## src/rtl/uart_mem_loader.sv

```systemverilog
// uart_mem_loader
//   Serial boot loader. Receives an 8N1 UART stream made of a 16-bit
//   little-endian word count followed by the image bytes. It packs the bytes
//   little-endian into 64-bit words and writes each word through a
//   single-cycle memory write port.
//
// Ports
//   CLOCK_50     : system clock, rising edge
//   KEY0         : asynchronous active-low reset
//   uart_rx      : asynchronous serial input, idles high
//   mem_we       : one-cycle write strobe
//   mem_addr     : word address of the write
//   mem_wdata    : 64-bit word being written
//   words_loaded : number of words written so far
//   done         : image complete (sticky)
//   frame_err    : a stop bit was sampled low (sticky)
//   size_err     : header length exceeded DEPTH (sticky)
module uart_mem_loader #(
    parameter int CLK_HZ = 50000000,
    parameter int BAUD   = 115200,
    parameter int ADDR_W = 12,
    parameter int DEPTH  = 3000
) (
    input  logic              CLOCK_50,
    input  logic              KEY0,
    input  logic              uart_rx,
    output logic              mem_we,
    output logic [ADDR_W-1:0] mem_addr,
    output logic [63:0]       mem_wdata,
    output logic [ADDR_W:0]   words_loaded,
    output logic              done,
    output logic              frame_err,
    output logic              size_err
);

    localparam int CLKS_PER_BIT = CLK_HZ / BAUD;
    localparam int TW           = $clog2(CLKS_PER_BIT + 1);

    localparam logic [TW-1:0] HALF_LAST = TW'(CLKS_PER_BIT / 2 - 1);
    localparam logic [TW-1:0] BIT_LAST  = TW'(CLKS_PER_BIT - 1);
    localparam logic [15:0]   DEPTH_L   = 16'(DEPTH);

    typedef enum logic [1:0] {R_IDLE, R_START, R_DATA, R_STOP} r_state_t;
    typedef enum logic [2:0] {L_HDR0, L_HDR1, L_DATA, L_DONE, L_ERR} l_state_t;

    // ------------------------------------------------------------------
    // Input synchronizer (preset to idle level)
    // ------------------------------------------------------------------
    logic rx_meta, rx_s;

    always_ff @(posedge CLOCK_50 or negedge KEY0) begin
        if (!KEY0) begin
            rx_meta <= 1'b1;
            rx_s    <= 1'b1;
        end else begin
            rx_meta <= uart_rx;
            rx_s    <= rx_meta;
        end
    end

    // ------------------------------------------------------------------
    // Receiver
    // ------------------------------------------------------------------
    r_state_t       r_state, r_next;
    logic [TW-1:0]  timer;
    logic [2:0]     bit_cnt;
    logic [7:0]     shift;
    logic [7:0]     rx_byte;
    logic           byte_valid;
    logic           tick_half, tick_bit;

    assign tick_half = (timer == HALF_LAST);
    assign tick_bit  = (timer == BIT_LAST);

    always_ff @(posedge CLOCK_50 or negedge KEY0) begin
        if (!KEY0) r_state <= R_IDLE;
        else       r_state <= r_next;
    end

    always_comb begin
        r_next = r_state;
        case (r_state)
            R_IDLE:  if (!rx_s) r_next = R_START;
            // A line that is high again at mid-start-bit is a glitch.
            R_START: if (tick_half) r_next = rx_s ? R_IDLE : R_DATA;
            R_DATA:  if (tick_bit && bit_cnt == 3'd7) r_next = R_STOP;
            R_STOP:  if (tick_bit) r_next = R_IDLE;
            default: r_next = R_IDLE;
        endcase
    end

    always_ff @(posedge CLOCK_50 or negedge KEY0) begin
        if (!KEY0) begin
            timer      <= '0;
            bit_cnt    <= '0;
            shift      <= '0;
            rx_byte    <= '0;
            byte_valid <= 1'b0;
            frame_err  <= 1'b0;
        end else begin
            byte_valid <= 1'b0;
            case (r_state)
                R_IDLE: begin
                    timer   <= '0;
                    bit_cnt <= '0;
                end
                R_START: timer <= tick_half ? '0 : timer + 1'b1;
                R_DATA: begin
                    timer <= tick_bit ? '0 : timer + 1'b1;
                    if (tick_bit) begin
                        shift   <= {rx_s, shift[7:1]};
                        bit_cnt <= bit_cnt + 3'd1;
                    end
                end
                R_STOP: begin
                    timer <= tick_bit ? '0 : timer + 1'b1;
                    if (tick_bit) begin
                        if (rx_s) begin
                            byte_valid <= 1'b1;
                            rx_byte    <= shift;
                        end else begin
                            frame_err  <= 1'b1;
                        end
                    end
                end
                default: timer <= '0;
            endcase
        end
    end

    // ------------------------------------------------------------------
    // Loader
    // ------------------------------------------------------------------
    l_state_t     l_state, l_next;
    logic [15:0]  len;
    logic [15:0]  len_full;
    logic [15:0]  wl_inc;
    logic [2:0]   byte_idx;
    logic [63:0]  acc;

    assign len_full = {rx_byte, len[7:0]};
    assign wl_inc   = 16'(words_loaded) + 16'd1;

    always_ff @(posedge CLOCK_50 or negedge KEY0) begin
        if (!KEY0) l_state <= L_HDR0;
        else       l_state <= l_next;
    end

    always_comb begin
        l_next = l_state;
        if (byte_valid) begin
            case (l_state)
                L_HDR0: l_next = L_HDR1;
                L_HDR1: begin
                    if (len_full == 16'd0)         l_next = L_DONE;
                    else if (len_full > DEPTH_L)   l_next = L_ERR;
                    else                           l_next = L_DATA;
                end
                L_DATA: if (byte_idx == 3'd7 && wl_inc == len) l_next = L_DONE;
                default: l_next = l_state;
            endcase
        end
    end

    always_ff @(posedge CLOCK_50 or negedge KEY0) begin
        if (!KEY0) begin
            len          <= '0;
            byte_idx     <= '0;
            acc          <= '0;
            mem_we       <= 1'b0;
            mem_addr     <= '0;
            mem_wdata    <= '0;
            words_loaded <= '0;
            done         <= 1'b0;
            size_err     <= 1'b0;
        end else begin
            mem_we <= 1'b0;
            // Registered so that done rises together with the final mem_we.
            if (l_next == L_DONE) done <= 1'b1;
            if (byte_valid) begin
                case (l_state)
                    L_HDR0: len[7:0] <= rx_byte;
                    L_HDR1: begin
                        len[15:8] <= rx_byte;
                        if (len_full > DEPTH_L) size_err <= 1'b1;
                    end
                    L_DATA: begin
                        acc[{byte_idx, 3'b000} +: 8] <= rx_byte;
                        byte_idx <= byte_idx + 3'd1;
                        if (byte_idx == 3'd7) begin
                            // The eighth byte bypasses the accumulator so the
                            // write lands one clock after its byte_valid.
                            mem_we       <= 1'b1;
                            mem_wdata    <= {rx_byte, acc[55:0]};
                            mem_addr     <= words_loaded[ADDR_W-1:0];
                            words_loaded <= words_loaded + 1'b1;
                        end
                    end
                    default: ;
                endcase
            end
        end
    end

endmodule

```

## config.mk

```make
export PLATFORM = sky130hd
export DESIGN_NAME = uart_mem_loader
export DESIGN_NICKNAME = d
export VERILOG_FILES = /design/src/rtl/uart_mem_loader.sv
export SDC_FILE = /design/constraint.sdc
export NUM_CORES = 1
export LEC_CHECK = 0
export CAP_MARGIN = 20
export CORE_ASPECT_RATIO = 0.5
export CORE_MARGIN = 8
export CORE_UTILIZATION = 60
export CTS_CLUSTER_SIZE = 30
export DETAILED_ROUTE_END_ITERATION = 12
export PLACE_DENSITY = 0.84
export SYNTH_ARGS = -nofsm -noshare
export SYNTH_HDL_FRONTEND = slang
export SYNTH_SLANG_ARGS = --single-unit
export TNS_END_PERCENT = 20
```

## constraint.sdc

```tcl
create_clock -name CLOCK_50 -period 7.1 [get_ports CLOCK_50]
set_clock_uncertainty 0.15 [all_clocks]
set_input_delay 1.42 -clock CLOCK_50 [delete_from_list [all_inputs] [get_ports CLOCK_50]]
set_output_delay 1.42 -clock CLOCK_50 [all_outputs]
set_load 0.01 [all_outputs]
```

==> qor.yml <==
outcome: "complete, no violations"
vias: 6305
drt_iter0_drc: 528
p_total_mw: 2.16
syn_to_final_growth_pct: 19.7
drt_pass1_iterations: 5
synthCells: 837
grt_pass1_vias: 6265
grt.overflow.total: 0
diodes: 0
core_mm2: 0.0142
hold_buffers: 0
clk_latency_ps: 490
htree_levels: 1
path_max_fanout: 96
drc: 0
cp-end-kind: "flip-flop"
synth_seq_cells: 204
path_class: "reg2reg"
grt_pass1_wl_um: 31600
post-route-period-util_pct: 47.7
crit_arrival_ps: 3590
place.gp.congestion: 0.833
startpoint: "byte_idx[0]$_DFFE_PN0P_"
wirelength_um: 19600
required_ps: 7300
layout-drive-gt1-share_pct: 10.2
synth_area_leader_cell: "dfrtp_1"
post_cts_buffers: 0
numCtsBuffers: 19
leakagePower_nw: 5.04
power.density_mw_per_mm2: 210
min_path_type: "reg2reg"
grt_usage_pct: 20.9
relSlewSlack_pct: 33.7
hold_path.startpoint: "rx_meta$_DFF_PN1_"
timing.rr.start: "byte_idx[0]$_DFFE_PN0P_"
drt-vias-per-instance: 5.58
row_count: 31
async_reset_ff_share_pct: 100
cts_resized: 0
port_buffers: 95
synth-edff-count: 0
grt_max_degree: 117
start_util_pct: 60.4
ys_seq_area_share_pct: 59.4
die_w_um: 185
num-fill-cells: 969
post-route-min-period_ps: 3380
maxCapViolations: 0
die_area_mm2: 0.0187
tns_ps: 0
setup-violations-final: 0
cts.sinks: 204
startpoint_type: "flip-flop"
nets: 935
synth_top_area_share_pct: 58.8
wire_per_inst_um: 17.3
cts_tree: "done"
clockBufferDepth: 3
cts-root-buf: "clkbuf_16"
ant_nets: 0
final-hold-violation-count: 0
clock.fmax_ghz: 0.296
synth_nets: 853
syn_area_mm2: 0.00860
die_y_um: 101
irDropWorstVdd_uv: 137
cts.clk_slew.worst_paths_ps: 60
syn_area_per_cell_um2: 10.3
tightest_slew_ps: 995
ys_types: 56
place_hpwl_um: 12200
antenna_found_initial: 0
yosys_warnings: 0
synth_flop_cell: "dfrtp_1"
rsz0062_at_grt: "false"
ios: 96
drv_slew: 0
ys_top_cells_by_area: "dfrtp_1 (59%), nand2_1 (12%), mux2_2 (6.2%)"
cells by family (layout without fill, tap and decap cells):
family	after synthesis	count (layout)	share of synthesized area, %
adders and majority gates	13	13	1.89
buffers and inverters	62	156	3.01
DFF	204	204	59.4
AOI/OAI and AO/OA	86	86	6.15
and+or+nand+nor	383	383	19.0
xor gates and xnor gates	31	31	3.16
muxes	58	58	7.43
where the power goes:
group	switching (mW)	internal, mW
combinational	0.0220	0.00305
clock	0.411	0.559
sequential	0.000383	1.16
Yosys cell counts, types with 4 or more instances:
library cell,n
nand2_1,285
dfrtp_1,202
mux2_2,47
o21ai_0,36
nor2_1,26
clkbuf_1,25
inv_1,20
o21ai_1,20
xnor2_1,16
nand3_1,15
xor2_1,15
ha_1,13
mux2i_1,11
buf_2,9
nand4_1,8
nor3_1,8
nor2b_1,7
nor4_1,6
a22o_1,4
and4_1,4
buf_1,4
cell type report:
type	count	area (um2)	share of cell area (%)
clock buffer	31	581	5.64
clock inverter	2	13.8	0.134
inverter	22	82.6	0.802
multi-input combinational	571	3240	31.5
sequential	204	5110	49.6
tap	198	248	2.41
timing repair buffer	101	1020	9.91
path summary, 6_finish.rpt:
kind | end | slack, ps | cells after the start
max reg2reg | words_loaded[2]$_DFFE_PN0P_ | 3720 | 7
min reg2reg | rx_s$_DFF_PN1_ | 210 | 0
min in group asynchronous | mem_wdata[63]$_DFFE_PN0P_ | 870 | 1
min | rx_s$_DFF_PN1_ | 210 | 0
max in group asynchronous | rx_s$_DFF_PN1_ | 4630 | 3
max | words_loaded[2]$_DFFE_PN0P_ | 3720 | 7
worst max-delay path: stages, from the launching register on:
cell and delay (ps):
dfrtp_1 670, ha_1 250, ha_1 210, nand2_4 520, inv_2 620, buf_4 520
nand2_1 130, xnor2_1 140
flip-flops by register name, summed over array words and instances, names as in the netlist, 3 cells and up, named ones only:
signal,flops
words_loaded,13
mem_addr,12
acc,56
byte_idx,3
rx_byte,8
mem_wdata,64
len,16
l_state,3
timer,9
bit_cnt,3
shift,8
per-stage QoR:
step	hold slack [ps]	util (%)	cell area, um2	setup slack, ps	std cells
6_report	206	72.3	10300	3720	1129
4_1_cts	206	72.0	10300	3760	1126
3_5_place_dp	197	67.8	9660	3690	1093
2_1_floorplan	195	-	8600	4650	837
5_1_grt	210	72.3	10300	3410	1129
3_3_place_gp	198	67.8	9660	3730	1093
placed cells by master (no fill, tap or decap), types with 2 or more instances in the layout:
cell type        Yosys  final
clkbuf_16            0     19
nand2_1            285    284
o21ai_1             20     20
dfstp_2              2      2
nor3_1               8      8
nand2b_1             3      3
nor2b_1              7      7
xnor2_1             16     16
o2111ai_1            3      3
ha_1                13     13
and2_1               3      3
inv_2                2      2
a22o_1               4      4
clkbuf_1            25      6
and4_1               4      4
buf_4                0      4
nor2_4               2      2
clkbuf_8             0      7
or2_1                3      3
nand3_1             15     15
clkdlybuf4s50_1      0     94
nor3b_1              3      3
o21ai_0             36     36
dfrtp_1            202    202
mux2_2              47     47
nand4_1              8      8
mux2i_1             11     11
a21oi_1              3      3
o21bai_1             2      2
inv_1               20     20
nor4_1               6      6
nor2_1              26     26
a31oi_1              3      3
xor2_1              15     15
a41o_1               3      3
layer usage:
| metal | global-route usage, % | share of wire [%] | up-vias |
|---|---|---|---|
| met2 | 34.1 | 46 | 217 |
| met1 | 28.5 | 45 | 3138 |
| met3 | 4.06 | 7.1 | 29 |
| li1 | - | - | 2921 |
| met5 | 0 | 0 | - |
| met4 | 5.07 | 1.6 | 0 |
(Power assumes the default switching activity.)
